===== src/rtl/dmem_arbiter.sv =====
// Shares one single-port synchronous data memory between the core load/store port
// and a debug/loader port: round-robin arbitration, store lane steering, load extraction.
module dmem_arbiter #(
    parameter int unsigned ADDR_W = 10
) (
    input  logic              clk,
    input  logic              reset,
    input  logic              core_req,
    input  logic              core_we,
    input  logic [31:0]       core_addr,
    input  logic [31:0]       core_wdata,
    input  logic [1:0]        core_size,
    input  logic              core_unsigned,
    output logic [31:0]       core_rdata,
    output logic              core_stall,
    output logic              core_misalign,
    input  logic              dbg_req,
    input  logic              dbg_we,
    input  logic [31:0]       dbg_addr,
    input  logic [31:0]       dbg_wdata,
    output logic [31:0]       dbg_rdata,
    output logic              dbg_ack,
    output logic              mem_en,
    output logic              mem_we,
    output logic [ADDR_W-1:0] mem_addr,
    output logic [3:0]        mem_be,
    output logic [31:0]       mem_wdata,
    input  logic [31:0]       mem_rdata
);

    typedef enum logic {IDLE, RD_WAIT} state_e;

    state_e      state_q, state_d;
    logic        owner_q, owner_d;       // 1 = debug port owns the pending read
    logic [1:0]  off_q, off_d;
    logic [1:0]  size_q, size_d;
    logic        uns_q, uns_d;
    logic        last_dbg_q, last_dbg_d;

    logic        is_half, is_word, misalign, core_ok, grant_core, grant_dbg;
    logic [3:0]  store_be;
    logic [31:0] store_data, load_data;
    logic [7:0]  byte_sel;
    logic [15:0] half_sel;
    logic        unused_bits;

    assign unused_bits = ^{core_addr[31:ADDR_W+2], dbg_addr[31:ADDR_W+2], dbg_addr[1:0]};

    assign is_half  = (core_size == 2'b01);
    assign is_word  = core_size[1];
    assign misalign = core_req && ((is_half && core_addr[0]) ||
                                   (is_word && (core_addr[1:0] != 2'b00)));
    assign core_ok  = core_req && !misalign;

    // On a tie the port that did not win last time is granted.
    assign grant_core = core_ok && (!dbg_req || last_dbg_q);
    assign grant_dbg  = dbg_req && (!core_ok || !last_dbg_q);

    always_comb begin
        store_be   = 4'b1111;
        store_data = core_wdata;
        if (core_size == 2'b00) begin
            store_be   = 4'b0001 << core_addr[1:0];
            store_data = {4{core_wdata[7:0]}};
        end else if (is_half) begin
            store_be   = core_addr[1] ? 4'b1100 : 4'b0011;
            store_data = {2{core_wdata[15:0]}};
        end
    end

    assign byte_sel = mem_rdata[{off_q, 3'b000} +: 8];
    assign half_sel = off_q[1] ? mem_rdata[31:16] : mem_rdata[15:0];

    always_comb begin
        unique case (size_q)
            2'b00:   load_data = {{24{~uns_q & byte_sel[7]}}, byte_sel};
            2'b01:   load_data = {{16{~uns_q & half_sel[15]}}, half_sel};
            default: load_data = mem_rdata;
        endcase
    end

    always_comb begin
        state_d       = state_q;
        owner_d       = owner_q;
        off_d         = off_q;
        size_d        = size_q;
        uns_d         = uns_q;
        last_dbg_d    = last_dbg_q;
        core_rdata    = '0;
        core_stall    = 1'b0;
        core_misalign = 1'b0;
        dbg_rdata     = '0;
        dbg_ack       = 1'b0;
        mem_en        = 1'b0;
        mem_we        = 1'b0;
        mem_addr      = '0;
        mem_be        = '0;
        mem_wdata     = '0;
        if (reset) begin
            unique case (state_q)
                IDLE: begin
                    core_misalign = misalign;
                    if (grant_core) begin
                        mem_en     = 1'b1;
                        mem_we     = core_we;
                        mem_addr   = core_addr[ADDR_W+1:2];
                        last_dbg_d = 1'b0;
                        if (core_we) begin
                            mem_be    = store_be;
                            mem_wdata = store_data;
                        end else begin
                            state_d = RD_WAIT;
                            owner_d = 1'b0;
                            off_d   = core_addr[1:0];
                            size_d  = core_size;
                            uns_d   = core_unsigned;
                        end
                    end else if (grant_dbg) begin
                        mem_en     = 1'b1;
                        mem_we     = dbg_we;
                        mem_addr   = dbg_addr[ADDR_W+1:2];
                        last_dbg_d = 1'b1;
                        if (dbg_we) begin
                            mem_be    = 4'b1111;
                            mem_wdata = dbg_wdata;
                            dbg_ack   = 1'b1;
                            dbg_rdata = mem_rdata;
                        end else begin
                            state_d = RD_WAIT;
                            owner_d = 1'b1;
                        end
                    end
                    core_stall = core_req && !(grant_core && core_we) && !misalign;
                end
                RD_WAIT: begin
                    state_d = IDLE;
                    if (owner_q) begin
                        dbg_ack   = 1'b1;
                        dbg_rdata = mem_rdata;
                    end else begin
                        core_rdata = load_data;
                    end
                    core_stall = core_req && owner_q;
                end
                default: state_d = IDLE;
            endcase
        end
    end

    always_ff @(posedge clk or negedge reset) begin
        if (!reset) begin
            state_q    <= IDLE;
            owner_q    <= 1'b0;
            off_q      <= '0;
            size_q     <= '0;
            uns_q      <= 1'b0;
            last_dbg_q <= 1'b1;
        end else begin
            state_q    <= state_d;
            owner_q    <= owner_d;
            off_q      <= off_d;
            size_q     <= size_d;
            uns_q      <= uns_d;
            last_dbg_q <= last_dbg_d;
        end
    end

endmodule


===== config.mk =====
export PLATFORM = sky130hd
export DESIGN_NAME = dmem_arbiter
export DESIGN_NICKNAME = d
export VERILOG_FILES = /design/src/rtl/dmem_arbiter.sv
export SDC_FILE = /design/constraint.sdc
export NUM_CORES = 1
export LEC_CHECK = 0
export CAP_MARGIN = 0
export CORE_AREA = 2 2 112 114
export CTS_CLUSTER_SIZE = 28
export DETAILED_ROUTE_END_ITERATION = 16
export DIE_AREA = 0 0 114 116
export GPL_TIMING_DRIVEN = 0
export PLACE_DENSITY_LB_ADDON = 0.15
export RECOVER_POWER = 50
export SKIP_LAST_GASP = 1
export SYNTH_ARGS = -nofsm -noshare
export SYNTH_HDL_FRONTEND = slang
export SYNTH_SLANG_ARGS = --single-unit

===== constraint.sdc =====
create_clock -name clk -period 4.7 [get_ports clk]
set_input_delay 1.175 -clock clk [delete_from_list [all_inputs] [get_ports clk]]
set_output_delay 1.175 -clock clk [all_outputs]
set_load 0.01 [all_outputs]

### Word level (Yosys, flattened, before mapping)

Cells that the tools add are included.

| storage, ports and cells | value |
|---|---|
| bits in registers | 8 |
| latch bits | 0 |
| bits in writable memories | 0 |
| memory bits (read-only) | 0 |
| bits of input ports | 169 |
| output and inout bits | 115 |
| logic and storage cells | 103 |
| memories | 0 |

| operators by class | value |
|---|---|
| add/subtract/negate cells | 0 |
| multiply operators | 0 |
| div/mod/pow operators | 0 |
| magnitude comparators | 0 |
| eq/ne operators | 4 |
| shift operators | 2 |
| multiplexer cells | 61 |
| bitwise logic cells | 5 |
| reduce and logical (&&, ||, !) cells | 25 |

Operator list:

| kind | count |
|---|---|
| 32-bit 2-to-1 mux | 16 |
| 32-bit one-hot mux with 2 select lines | 2 |
| 10-bit 2-to-1 mux | 4 |
| 4-bit 2-to-1 mux | 9 |
| 32-bit by 6-bit variable part select with 8-bit output | 1 |
| 1-bit 2-to-1 mux | 26 |
| 16-bit 2-to-1 mux | 1 |
| 1-bit logical AND | 10 |
| 1-bit one-hot mux with 2 select lines | 3 |
| 1-bit zero test | 5 |
| 5-bit AND reduction | 1 |
| 2-bit by 1-bit equality test with 1-bit output, second input constant | 2 |
| 2-bit zero test | 2 |
| 4-bit AND reduction | 1 |
| 2-bit nonzero test | 2 |
| 1-bit by 2-bit << shifter with 4-bit output, first input constant | 1 |
| 1-bit logical OR | 3 |
| 1-bit inverter | 3 |
| 3-bit AND reduction | 1 |
| 1-bit bitwise AND | 2 |
| 2-bit by 1-bit != test with 1-bit output, second input constant | 1 |
| 2-bit != test, second input constant | 1 |

### Longest topological paths before layout

Gate-level depths: netlist (run 1).

| depth | value |
|---|---|
| word-level depth | 13 |
| mapped depth | 7 |
| mapped depth without buffers | 4 |

### Worst setup path after synthesis (run 1)

No wires, ideal clock.

| timing path | value |
|---|---|
| path kind | in2out |
| start point | in core_size[1] |
| end point | out mem_be[0] |
| arrival time | 2.556 ns |
| setup slack | 0.969 ns |
| stages on the path | 7 |
| buffers on the path | 3 |
| path through | buf_2 o21ai_1 and4_1 clkbuf_1 or3_1 clkbuf_1 a22oi_1 |

| on the way | value |
|---|---|
| longest elaborated chain between the ends | 13 |
| elaborated cells between the ends (all ways) | 19 |
| classes of those cells | eq/ne (1); mux (7); reduce/logical (11) |

RTL lines:

| element | RTL line | text |
|---|---|---|
| start: declaration | 12 | `input logic [1:0] core_size,` |
| 2-bit by 1-bit equality test with 1-bit output | 49 | `assign is_half = (core_size == 2'b01);` |
| 1-bit logical AND | 51 | `assign misalign = core_req && ((is_half && core_addr[0]) \|\|` |
| 1-bit logical OR | 51 |  |
| 1-bit logical AND | 51 |  |
| 1-bit zero test | 53 | `assign core_ok = core_req && !misalign;` |
| 1-bit logical AND | 53 |  |
| 1-bit zero test | 57 | `assign grant_dbg = dbg_req && (!core_ok \|\| !last_dbg_q);` |
| 1-bit logical OR | 57 |  |
| 1-bit logical AND | 57 |  |
| 4-bit 2-to-1 mux | 118 | `end else if (grant_dbg) begin` |
| 4-bit 2-to-1 mux (*) | 103 | `if (grant_core) begin` |
| 4-bit 2-to-1 mux (*) | 100 | `unique case (state_q)` |
| 4-bit 2-to-1 mux (*) | 99 | `if (reset) begin` |
| end: declaration | 26 | `output logic [3:0] mem_be,` |

Mark *: on every way between the ends. The rest lies on a longest branch, timed or not.

### Final worst setup path (run 1)

| timing path | value |
|---|---|
| start point | in mem_rdata[15] |
| end point | out core_rdata[11] |

| on the way | value |
|---|---|
| longest elaborated chain between the ends | 6 |

RTL lines:

| element | RTL line | text |
|---|---|---|
| start: declaration | 28 | `input logic [31:0] mem_rdata` |
| 32-bit by 6-bit variable part select with 8-bit output | 71 | `assign byte_sel = mem_rdata[{off_q, 3'b000} +: 8];` |
| 1-bit bitwise AND | 76 | `2'b00: load_data = {{24{~uns_q & byte_sel[7]}}, byte_sel};` |
| 32-bit one-hot mux with 2 select lines | 75 | `unique case (size_q)` |
| 32-bit 2-to-1 mux | 137 | `if (owner_q) begin` |
| 32-bit 2-to-1 mux | 100 |  |
| 32-bit 2-to-1 mux | 99 |  |
| end: declaration | 14 | `output logic [31:0] core_rdata,` |

No other way between the ends.

==> flow_summary.toml, run 1 <==
[run_status]
status = "completed"

[timing]
hold_violations = 0
period_minus_slack_ns = 4.58
final_max_slew_viol_count = 0
worstMarginPinSlew_ns = 0.992
clock_skew_ns = 0.00178
setup_violations = 0
min_period_over_period = 0.974
relSlewSlack = 0.337
setup_slack_ns = 0.122
max_freq_ghz = 0.218
rsz0062_at_grt = "no"
setup_tns_ns = 0

[logic_synthesis]
yosys.area_share.simple = 0.260
synth_edf_count = 0
syn-cell-area_sq_um = 2160
ys_ff_latch = 8
synth_adder_area_share = 0
async_reset_ff_frac = 1.00
synth_largest_area_cell = "mux2i_1"
synth_xor_area_frac = 0
synth-main-ff-cell = "dfrtp_1"
synth_cell_types = 41
syn-num-nets = 466
ys_seq_area_frac = 0.0932
ys_warn_count = 0
synth_top_area_frac = 0.116
synth_top_family_by_area = "compound AO/OA/AOI/OAI gates"
synth_mux_area_frac = 0.147
synth_area_leaders = "mux2i_1 (12%), a22o_1 (11%), and3_1 (9.8%)"
syn_area_per_cell_sq_um = 7.28
synth_cells = 297
synth-compound-area-share = 0.420

[drt]
drt_iter0_drc = 249
via_per_inst = 4.98
ant_nets = 0
dr.pass1.iters = 9
dr_total_vias = 3450
drc = 0
wirelength_um = 13000
routedWlPerCell_um = 18.7

[cells_and_area]
post-route-util = 0.415
drive_above_1_share = 0.104
final_nets = 716
antennaDiodeCount = 0
mostFrequentLayoutCells = "clkdlybuf4s50_1 (190), dlygate4sd3_1 (40), nand2_1 (34), and3_1 (34), a22o_1 (26)"
mostFrequentLayoutCell = "clkdlybuf4s50_1"
syn2layout_area_growth_pct = 129

[setup_path]
cp_top_family = "buffers and inverters"
critPathBufInv = 2
max_stage_delay_ns = 0.65
cp_slowest_cell = "dlygate4sd3_1"
crit_arrival_ns = 3.40
crit_path_cell_trace = "clkdlybuf4s50_1 -> mux2_2 -> o2bb2ai_1 -> a21oi_2 -> a221oi_1 -> dlygate4sd3_1"
worstSetupEndpointType = "primary output"
worst-setup-path-type = "input port to primary output"
critPathMaxFanout = 8
start_kind = "input port"
worstPathRequired_ns = 3.52

[clocking]
clock_path_buffers = 2
htree_levels = 1
cts.sinks = 8
clk_pin_slew_ns = 0.04
cts_buffers = 3
clk_latency_ns = 0.23
cts-root-buf = "clkbuf_16"
cts_tree = "done"
hold_buffers = 0

[floorplanning]
dieHeight_um = 116
ios = 284
die-area_sq_um = 13200
dieWidth_um = 114
num_rows = 40
fp.coreArea_sq_um = 11900
start_util = 0.182

[power_and_ir_drop]
leakagePower_uw = 0.00224
switching_share = 0.421
p_clk_frac = 0.152
pwr-share-comb = 0.717
design_power_total_uw = 979
seqPwrFrac = 0.131
vdd_drop_max_uv = 126
power_density_nw_per_um2 = 198
netSwitchingPower_uw = 412
intPower_uw = 567

[global_routing]
overflow = 0
antenna_found_initial = 0
grt_start_max_net_pins = 11
grt_pass1_wl_um = 19100
grt_usage = 0.187
first_global_vias = 3498

[placed_design]
gp_congestion = 0.816
hpwlAfterDp_um = 10700
portBuffers = 240
pre_cts_ws_ns = -0.806

[worst_hold_path]
hold_class = "flop to flop"

[flow_run]
drv_cap = 0
## synth_stat cells, types with 2 or more instances
master	count
and3_1	34
nand2_1	34
a22o_1	26
mux2i_1	25
o21ai_0	22
clkbuf_1	19
o2bb2ai_1	17
nor2_1	14
a21o_2	12
inv_1	11
a221oi_1	8
buf_2	7
dfrtp_1	7
a222oi_1	6
mux2_2	6
nand2b_1	5
a21o_1	4
a22oi_1	4
a21oi_1	3
and2_1	3
nor2b_1	3
a211o_1	2
a31oi_1	2
and4_1	2
buf_6	2
nor3b_2	2
o21ba_2	2
or3_1	2
## through the flow
stage                     hold slack [ns]  cell area [sq um]  cells
final                               0.517               4940    693
after global routing                0.563               4940    693
after CTS                           0.512               4950    694
after detailed placement            0.515               4750    684
after global placement              0.503               4750    684
after floorplan                     0.473               2160    297
## sequential cells by signal, indices dropped and copies added, names as in the netlist
| register | count |
|---|---|
| last_dbg_q | 1 |
| off_q | 2 |
| owner_q | 1 |
| size_q | 2 |
| state_q | 1 |
| uns_q | 1 |
## power by group through the flow
stage | sequential, uW | combinational, uW | clock [uW]
finish | 128 | 702 | 149
global route | 134 | 757 | 154
CTS | 127 | 709 | 150
detailed placement | 127 | 675 | 0
global placement | 127 | 672 | 0
floorplan | 119 | 346 | 0
## final cells by class
type,count,area [sq um]
fill,1238,6970
timing repair buffer,248,2470
multi-input combinational,249,1810
sequential,8,201
tap,147,184
buffer,26,159
clock buffer,4,78.8
inverter,11,41.3
## metal layers
metal	wire [um]	vias up	GRT usage
met3	1390	16	0.0565
li1	-	1639	-
met5	0	-	0
met1	4980	1569	0.206
met2	6320	226	0.344
met4	300	0	0.0561
## cell families after synthesis
group | Yosys count
AO/OA/AOI/OAI | 113
flip-flops | 8
AND/OR/NAND/NOR | 105
buffers and inverters | 40
multiplexers | 31
## timing repair
action                     CTS  global route
pin swaps                    3             1
buffers inserted             7             0
resized for setup           30             9
setup endpoints to repair  112            77
gates cloned                 1             0
## path summary, 6_finish.rpt
kind                            cells past startpoint             end  slack, ns           from
worst max-delay path                                6  core_rdata[11]       0.12  mem_rdata[15]
worst min-delay path                                2      last_dbg_q       0.52     last_dbg_q
worst max register to register                      4       size_q[0]       2.51        state_q
worst min register to register                      2      last_dbg_q       0.52     last_dbg_q
max in group asynchronous                           1      last_dbg_q       3.56          reset
min in group asynchronous                           1        off_q[0]       0.88          reset
## tightest hold or removal path, delay by kind of cell (launching register included)
| family | cells | cell delay (ns) |
|---|---|---|
| simple gates | 1 | 0.05 |
| compound gates | 1 | 0.07 |
| flops | 1 | 0.38 |
(Power assumes the default switching activity.)
==> inputs of run 2 (changes only) <==
Settings changed: RECOVER_POWER 50 to 25.
==> run 2 against run 1 <==
Net effect: worst hold slack got worse by 0.00095 ns; sequential power about the same; final cell count unchanged; setup slack got worse by 0.0098 ns; via count increased by 0.87%; flip-flop and latch count unchanged; routed wire length about the same; global-route usage unchanged; die area unchanged; critical path type unchanged; largest cell class unchanged; highest routed layer unchanged.
==> flow_summary.toml, run 2 (same netlist as run 1, synthesis figures left out) <==
[power_and_ir_drop]
seqPwrFrac = 0.130
p_clk_frac = 0.151
design_power_total_uw = 985
intPower_uw = 573
leakagePower_uw = 0.00215
power_density_nw_per_um2 = 199
switching_share = 0.418
vdd_drop_max_uv = 126
netSwitchingPower_uw = 412
pwr-share-comb = 0.719

[timing]
setup_tns_ns = 0
min_period_over_period = 0.976
period_minus_slack_ns = 4.59
clock_skew_ns = 0.00178
hold_violations = 0
relSlewSlack = 0.336
rsz0062_at_grt = "no"
final_max_slew_viol_count = 0
setup_violations = 0
max_freq_ghz = 0.218
worstMarginPinSlew_ns = 0.994

[global_routing]
first_global_vias = 3498
overflow = 0
grt_usage = 0.187
grt_pass1_wl_um = 19100
grt_start_max_net_pins = 11
antenna_found_initial = 0

[floorplanning]
ios = 284
num_rows = 40
dieHeight_um = 116
fp.coreArea_sq_um = 11900
dieWidth_um = 114
start_util = 0.182
die-area_sq_um = 13200

[drt]
drt_iter0_drc = 257
dr.pass1.iters = 8
via_per_inst = 5.02
ant_nets = 0
dr_total_vias = 3480
wirelength_um = 13000
drc = 0
routedWlPerCell_um = 18.7

[clocking]
cts_buffers = 3
htree_levels = 1
cts_tree = "done"
hold_buffers = 0
cts.sinks = 8
clock_path_buffers = 2
clk_pin_slew_ns = 0.04
clk_latency_ns = 0.23
cts-root-buf = "clkbuf_16"

[cells_and_area]
mostFrequentLayoutCell = "clkdlybuf4s50_1"
ff_latch_area_sq_um = 201
mostFrequentLayoutCells = "clkdlybuf4s50_1 (217), nand2_1 (34), and3_1 (34)"
layout.cells.non_filler = 693
drive_above_1_share = 0.104
fillers = 1236
final_nets = 716
syn2layout_area_growth_pct = 129
multi_input_area_sq_um = 1820
post-route-util = 0.416
largestRegisters = "off_q: 2 flops, size_q: 2 flops"
antennaDiodeCount = 0

[setup_path]
worstSetupEndpointType = "primary output"
crit_arrival_ns = 3.41
worst-setup-path-type = "input port to primary output"
critPathMaxFanout = 6
start_kind = "input port"
worstPathRequired_ns = 3.52

[placed_design]
gp_congestion = 0.816
portBuffers = 240
dpl.cell_count = 684
hpwlAfterDp_um = 10700

[run_status]
status = "completed"

[worst_hold_path]
hold_class = "flop to flop"

[flow_run]
drv_cap = 0
-- run 2: cell types whose count changed in the layout (fill, tap and decap cells not counted) --
cell	before	now
clkbuf_2	4	3
nor3_2	1	0
buf_2	2	3
clkdlybuf4s50_1	190	217
nor3_4	0	1
dlygate4sd3_1	40	13
-- run 2: routing by layer --
| layer | GRT usage | routed length [um] | vias to the layer above |
|---|---|---|---|
| li1 | - | - | 1638 |
| met1 | 0.206 | 5000 | 1592 |
| met2 | 0.344 | 6310 | 232 |
| met3 | 0.0565 | 1360 | 18 |
| met4 | 0.0561 | 305 | 0 |
| met5 | 0 | 0 | - |
-- run 2: final timing paths --
path	startpoint	endpoint	slack (ns)	depth (start not counted)
setup / recovery	mem_rdata[15]	core_rdata[16]	0.11	7
hold / removal	last_dbg_q	last_dbg_q	0.52	2
setup reg to reg	state_q	size_q[0]	2.51	4
hold reg to reg	last_dbg_q	last_dbg_q	0.52	2
max in group asynchronous	reset	last_dbg_q	3.56	1
min in group asynchronous	reset	off_q[0]	0.88	1
-- run 2: per-stage QoR --
step / instance area, sq um / hold slack, ns / setup WS, ns
4_1_cts: 4950 / 0.512 / 0.0114
3_3_place_gp: 4750 / 0.503 / -0.788
5_1_grt: 4950 / 0.563 / 0.0192
3_5_place_dp: 4750 / 0.515 / -0.806
6_report: 4950 / 0.516 / 0.112
2_1_floorplan: 2160 / 0.473 / 0.969
-- run 2: timing repair --
item                                    4_1_cts  5_1_grt
endpoints found under the setup margin      112       77
buffers inserted                              7        0
resized for setup                            30        9
pin swaps                                     3        1
cloned                                        1        0
-- run 2: layout make-up --
class,count,share of cell area
timing repair buffer,248,0.499
multi-input combinational,249,0.367
sequential,8,0.0407
tap,147,0.0372
buffer,26,0.0321
clock buffer,4,0.0159
inverter,11,0.00834
-- run 2: power by group through the flow --
| stage | registers, uW | clock network (uW) | logic [uW] |
|---|---|---|---|
| 6_report | 128 | 149 | 708 |
| 5_1_grt | 134 | 154 | 764 |
| 4_1_cts | 127 | 150 | 709 |
| 3_5_place_dp | 127 | 0 | 675 |
| 3_3_place_gp | 127 | 0 | 672 |
| 2_1_floorplan | 119 | 0 | 346 |
-- run 2: worst max-delay path, cell delays in order --
cell and delay [ns]:
clkdlybuf4s50_1 0.59, mux2_2 0.23, o21ai_0 0.15, a2111oi_4 0.40
buf_4 0.22, a21o_2 0.09, clkdlybuf4s50_1 0.55
==> inputs of run 3 (changes only) <==
Settings changed: CELL_PAD_IN_SITES_DETAIL_PLACEMENT set to 1, CELL_PAD_IN_SITES_GLOBAL_PLACEMENT set to 2, CORE_AREA 2 2 112 114 to not set, CORE_ASPECT_RATIO set to 1.25, CORE_MARGIN set to 2, CORE_UTILIZATION set to 12, DIE_AREA 0 0 114 116 to not set, SKIP_CTS_REPAIR_TIMING set to 1.
==> run 3 against run 2 <==
Net effect: clock power about the same; clock skew is essentially flat; combinational power about the same; maximum frequency fell by 0.10%; die area grew 45%; critical endpoint is now core_rdata[19]; largest power group unchanged; highest routed layer unchanged.
==> flow_summary.toml, run 3 (same netlist as run 1, synthesis figures left out) <==
[setup_path]
crit_path_frequent_cell = "clkdlybuf4s50_1"
worstPathRequired_ns = 3.52
critPathLaunch = "mem_rdata[15]"
cp_slowest_cell = "clkdlybuf4s50_1"
worstSetupEndpointType = "primary output"
worst-setup-path-type = "input port to primary output"
critPathMaxFanout = 5
critPathBufInv = 3
r2r_start = "state_q"
cp_top_family = "buffers and inverters"
crit_arrival_ns = 3.42
max_stage_delay_ns = 0.56
crit_path_cell_trace = "clkdlybuf4s50_1 -> mux2_2 -> o21ai_0 -> a2111oi_4 -> buf_4 -> a21o_2 -> clkdlybuf4s50_1"
start_kind = "input port"

[cells_and_area]
mostFrequentLayoutCell = "clkdlybuf4s50_1"
layout.cells.non_filler = 767
multi_input_area_sq_um = 1820
mostFrequentLayoutCells = "clkdlybuf4s50_1 (222), nand2_1 (34), and3_1 (34)"
fillers = 2098
largestRegisters = "off_q: 2 flops, size_q: 2 flops"
syn2layout_area_growth_pct = 131
ff_latch_area_sq_um = 201
final_nets = 713
drive_above_1_share = 0.103
antennaDiodeCount = 0
post-route-util = 0.284
design_area_sq_um = 4990

[run_status]
status = "completed"

[clocking]
cts-root-buf = "clkbuf_16"
htree_levels = 1
cts_buffers = 3
cts.sinks = 8
cts_tree = "done"
clk_latency_ns = 0.23
clk_pin_slew_ns = 0.04
clock_path_buffers = 2

[placed_design]
gp_congestion = 0.754
dpl.cell_count = 761
hpwlAfterDp_um = 13100
placed_cell_area_sq_um = 4840
portBuffers = 240

[global_routing]
grt_start_max_net_pins = 11
antenna_found_initial = 0
first_global_vias = 3679
grt_usage = 0.150
grt_pass1_wl_um = 21900
overflow = 0

[drt]
routedWlPerCell_um = 19.9
via_per_inst = 4.44
ant_nets = 0
drc = 0
wirelength_um = 15200
drt_iter0_drc = 121
dr.pass1.iters = 7
dr_total_vias = 3406

[timing]
period_minus_slack_ns = 4.59
min_period_over_period = 0.977
hold_violations = 0
clock_skew_ns = 0.00132
rsz0062_at_grt = "no"
worstMarginPinSlew_ns = 0.991
setup_violations = 0
final_max_slew_viol_count = 0
setup_tns_ns = 0
max_freq_ghz = 0.218
relSlewSlack = 0.337

[power_and_ir_drop]
leakagePower_uw = 0.00213
power_density_nw_per_um2 = 197
design_power_total_uw = 984
vdd_drop_max_uv = 90.9

[floorplanning]
dieWidth_um = 124
die-area_sq_um = 19100
ios = 284
start_util = 0.123
num_rows = 54
fp.coreArea_sq_um = 17600
dieHeight_um = 154

[worst_hold_path]
hold_class = "flop to flop"
hp-start = "last_dbg_q"

[flow_run]
drv_cap = 0
[run 3: cell count changes in the layout (fill, tap and decap cells not counted), moves of 2 or more]
cell,change
clkbuf_8,-2
dlygate4sd3_1,-3
clkbuf_1,+3
clkbuf_4,+2
dlymetal6s2s_1,+3
dlygate4sd2_1,-8
clkdlybuf4s50_1,+5
[run 3: worst paths after layout]
check / end / slack, ns / cells past startpoint
setup / recovery: core_rdata[19] / 0.11 / 7
hold / removal: last_dbg_q / 0.52 / 2
setup reg to reg: off_q[1] / 2.51 / 4
hold reg to reg: last_dbg_q / 0.52 / 2
max in group asynchronous: last_dbg_q / 3.64 / 1
min in group asynchronous: off_q[0] / 0.80 / 1
[run 3: layer usage]
metal | track usage | part of all wire | up-vias
met1 | 0.151 | 0.36 | 1595
li1 | - | - | 1638
met2 | 0.303 | 0.54 | 167
met3 | 0.0393 | 0.088 | 6
met4 | 0.0251 | 0.0095 | 0
met5 | 0 | 0 | -
[run 3: per-stage QoR]
stage          setup WS, ns  hold slack, ns
6_report              0.107           0.521
5_1_grt              0.0101           0.546
4_1_cts              -0.978           0.522
3_5_place_dp         -0.955           0.523
3_3_place_gp         -0.996           0.497
2_1_floorplan         0.969           0.473
[run 3: where the power goes]
group | switching, uW | internal (uW) | total, uW
Sequential | 29.2 | 98.2 | 127
Combinational | 359 | 350 | 709
Clock | 34.3 | 113 | 147
Total | 423 | 561 | 984
[run 3: final cells by class]
| type | count | share of cell area |
|---|---|---|
| repair buffers | 245 | 0.486 |
| multi-input cells | 249 | 0.365 |
| well taps | 224 | 0.0561 |
| flip-flops and latches | 8 | 0.0404 |
| plain buffers | 26 | 0.0283 |
| clock buffers | 4 | 0.0158 |
| inverters | 11 | 0.00827 |
[run 3: worst register-to-register path, stage by stage (launching register included)]
cell and delay [ns]:
dfrtp_1 0.47, nor2b_2 0.21, nand4_1 0.14, nor3b_1 0.82, mux2_2 0.42
==> RTL edit 1: new RTL, flow settings as in run 1 <==
The parameter `ADDR_W` goes from 10 to 11.
--- a/src/rtl/dmem_arbiter.sv
+++ b/src/rtl/dmem_arbiter.sv
@@ -2,5 +2,5 @@
 // and a debug/loader port: round-robin arbitration, store lane steering, load extraction.
 module dmem_arbiter #(
-    parameter int unsigned ADDR_W = 10
+    parameter int unsigned ADDR_W = 11
 ) (
     input  logic              clk,
Interface: changed (resized mem_addr); port bits go from 284 to 285. No check against the original RTL was run, so the function may have changed too.
==> RTL edit 1 against run 1 <==
Highest routed layer unchanged. Non-clock buffer count up 3. Critical endpoint is now dbg_rdata[7]. Setup slack worse by 84 ps. Via count up 2.3%. Area after synthesis up 0.17%. Routed wire length down 0.63%. First-iteration DRC count down 44%. Design area up 1.1%. Sequential cell count unchanged. Total power up 1.2%. Clock skew up 2.4 ps.
==> RTL edit 1: results (changes against run 1) <==
Max IR drop VDD: 0.0001404 V (was 0.0001261 V)
DRT Pass-1 Iters: 4 (was 9)
CP peak stage delay: 550 ps (was 650 ps)
Routability cong.: 0.8299 (was 0.8157)
Nets: 749 (was 716)
Sw frac: 0.4237 (was 0.4208)
Area contributors post-synth: mux2i_1, and3_1, o21ai_0 (was mux2i_1, a22o_1, and3_1)
Dpl hpwl: 10.71 mm (was 10.68 mm)
Crit path max fanout: 10 (was 8)
DR iter-0 viols: 140 (was 249)
Status: finished clean (unchanged)
Synthesized net count: 495 (was 466)
Top Layer Used: met4 (unchanged)
Worst Tran Pin Value: 862.6 ps (was 992.4 ps)
Clock root cell: clkbuf_16 (unchanged)
Sequential-to-total area share from yosys stat: 0.09301 (was 0.09317)
PortBufs: 243 (was 240)
Static Leak: 2.122 nW (was 2.239 nW)
Ant diodes: 0 (unchanged)
Vias in the first global route: 3418 (was 3498)
Slowest-stage cell, CP: clkdlybuf4s50_1 (was dlygate4sd3_1)
Origin of the worst min-delay path: last_dbg_q$_DFFE_PN1P_ (unchanged)
Vias per std cell: 4.861 (was 4.978)
Met3 WL post-DR: 1.540 mm (was 1.386 mm)
Fin Clk Skew: 4.193 ps (was 1.776 ps)
Top flop regs: off_q: 2 flops, size_q: 2 flops (unchanged)
Met1 wire length: 4.845 mm (was 4.984 mm)
Yosys cell types: 42 (was 41)
Commonest cells post-synth: nand2_1, o21ai_0, and3_1 (was and3_1, nand2_1, a22o_1)
Post-synthesis mux area share: 0.1519 (was 0.1470)
Met2 wire length: 6.317 mm (was 6.320 mm)
Area share of fa/ha/maj cells after synthesis: 0 (unchanged)
Share of layout cells above drive strength 1: 0.1019 (was 0.1044)
CTS clk-pin slew, worst paths: 30 ps
Global-route wire length before repair: 18.75 mm (was 19.10 mm)
GRT Util Overall: 0.1804 (was 0.1865)
WL/cell: 17.78 µm (was 18.75 µm)
Worst setup startpoint: core_req (was mem_rdata[15])
Worst Reg2Reg Path Length in Cells: 5 (was 4)
Largest net degree at the start of global routing: 12 (was 11)
Post-synthesis compound-gate area fraction: 0.3755 (was 0.4196)
Ys Warns: 0 (unchanged)
Critical R2R Launch: state_q$_DFFE_PN0P_ (unchanged)
Dpl ws: -761.1 ps (was -806.3 ps)
Data arrival time of the worst path: 3490 ps (was 3400 ps)
RTL edit 1: area by class of cell:
class,count,area (µm²)
buffer,27,148.9
multi-input combinational,277,1846
tap,147,183.9
timing repair buffer,250,2490
sequential,8,201.4
inverter,13,48.80
fill,1247,6914
clock buffer,4,78.83
RTL edit 1: path summary, 6_finish.rpt:
path                       slack, ps                      to
max                               40            dbg_rdata[7]
min                              500  last_dbg_q$_DFFE_PN1P_
max reg2reg                     2750    off_q[1]$_DFFE_PN0P_
min reg2reg                      500  last_dbg_q$_DFFE_PN1P_
max in group asynchronous       3550  last_dbg_q$_DFFE_PN1P_
min in group asynchronous        890     owner_q$_DFFE_PN0P_
RTL edit 1: routing by layer:
metal / up-vias / GRT usage
li1: 1712 / -
met1: 1586 / 0.1976
met2: 216 / 0.3381
met3: 15 / 0.05596
met4: 0 / 0.04553
met5: - / 0
RTL edit 1: power by group through the flow:
stage / Clock, mW / Combinational, mW / Sequential [mW]
after CTS: 0.148 / 0.715 / 0.125
final: 0.146 / 0.719 / 0.126
after global routing: 0.153 / 0.775 / 0.129
after global placement: 0 / 0.687 / 0.124
after floorplan: 0 / 0.350 / 0.117
after detailed placement: 0 / 0.691 / 0.125
RTL edit 1: repair_timing:
item                       CTS  global route
pin swaps                    3             1
setup buffers                6             1
gates resized for setup     26            10
cloned                       0             0
setup endpoints to repair  107            66
hold endpoints to repair     0             0
RTL edit 1: stage by stage:
stage	TNS, ps	cells	power [mW]	cell area [µm²]	hold slack [ps]
CTS	0	725	0.9878	4969	497.2
global route	-233.2	726	1.057	4997	521.5
finish	0	726	0.9903	4997	500.1
detailed placement	-55160	716	0.8166	4782	499.7
global placement	-53940	716	0.8109	4782	492.8
floorplan	0	326	0.4667	2166	467.9
==> RTL edit 2: new RTL, config.mk and constraints of run 1 <==
Without the edit above. Make the reset (`reset`) synchronous in one clocked block.
--- a/src/rtl/dmem_arbiter.sv
+++ b/src/rtl/dmem_arbiter.sv
@@ -148,5 +148,5 @@
     end
 
-    always_ff @(posedge clk or negedge reset) begin
+    always_ff @(posedge clk) begin
         if (!reset) begin
             state_q    <= IDLE;
Formal check against the unedited RTL: same outputs for any inputs over 4 cycles, from zero or initial values and one cycle with reset low; that may be too few to reach the edited logic, so the function may still have changed.
==> RTL edit 2 against run 1 <==
Hold slack worse by 42 ps. Largest cell class unchanged. Total power down 39%. Sequential cell count unchanged. Routed wire length decreased by 5.3%. Setup slack worse by 59 ps. Design area fell by 2.1%. Area after synthesis is 1.3% lower. Register-to-register slack improved by 470 ps. Largest power group unchanged.
==> RTL edit 2: results (changes against run 1) <==
Status: finished clean (unchanged)
Global-route wire length before repair: 18.53 mm (was 19.10 mm)
ClkCell Share: 0.01550 (was 0.01595)
Multi-In Gates: 257 (was 249)
Multi-input gate area: 1817 µm² (was 1810 µm²)
Non-CTS buffers: 269 (was 274)
Sequential-to-total area share from yosys stat: 0.07507 (was 0.09317)
Max-slew headroom: 0.6022 (was 0.3370)
Synth Instances: 309 (was 297)
Synth async-reset ratio: 0 (was 1.000)
Slowest-stage cell, CP: mux4_2 (was dlygate4sd3_1)
Vias in the first global route: 3504 (was 3498)
Yosys cell types: 42 (was 41)
Worst hold margin: 474.5 ps (was 516.8 ps)
Critical Path End: core_rdata[24] (was core_rdata[11])
Critical R2R Launch: state_q$_SDFF_PP0_ (was state_q$_DFFE_PN0P_)
Post-CTS setup buffers: 0 (was 7)
Met3 usage in global routing: 0.05387 (was 0.05649)
Worst Reg2Reg Path Length in Cells: 5 (was 4)
Post-route cell area: 4842 µm² (was 4943 µm²)
WL/cell: 17.63 µm (was 18.75 µm)
Hold endpoint: owner_q$_SDFFE_PN0P_ (was last_dbg_q$_DFFE_PN1P_)
Origin of the worst min-delay path: owner_q$_SDFFE_PN0P_ (was last_dbg_q$_DFFE_PN1P_)
Share of layout cells above drive strength 1: 0.05989 (was 0.1044)
Largest net degree at the start of global routing: 20 (was 11)
Data arrival time of the worst path: 3460 ps (was 3400 ps)
Dpl hpwl: 10.53 mm (was 10.68 mm)
## RTL edit 2: kinds of logic (layout without fill, tap and decap cells)
group | Yosys count | count (layout) | share of synthesized area
multiplexers | 31 | 31 | 0.1519
AND/OR/NAND/NOR | 111 | 111 | 0.2710
buffers and inverters | 44 | 286 | 0.08915
flip-flops | 8 | 8 | 0.07507
AO/OA/AOI/OAI | 115 | 115 | 0.4129
## RTL edit 2: power by group
part | leakage [nW] | total [mW] | switching, mW | internal [mW]
Sequential | 0.0653 | 0.0752 | 0.00317 | 0.0720
Combinational | 2.07 | 0.377 | 0.161 | 0.216
Clock | 0.0370 | 0.142 | 0.0325 | 0.110
## RTL edit 2: worst register-to-register path, stage by stage (launching register included)
cell and delay (ps):
dfxtp_1 290, buf_4 160, a21boi_1 500, clkbuf_1 420
o31ai_1 140, a21oi_1 130
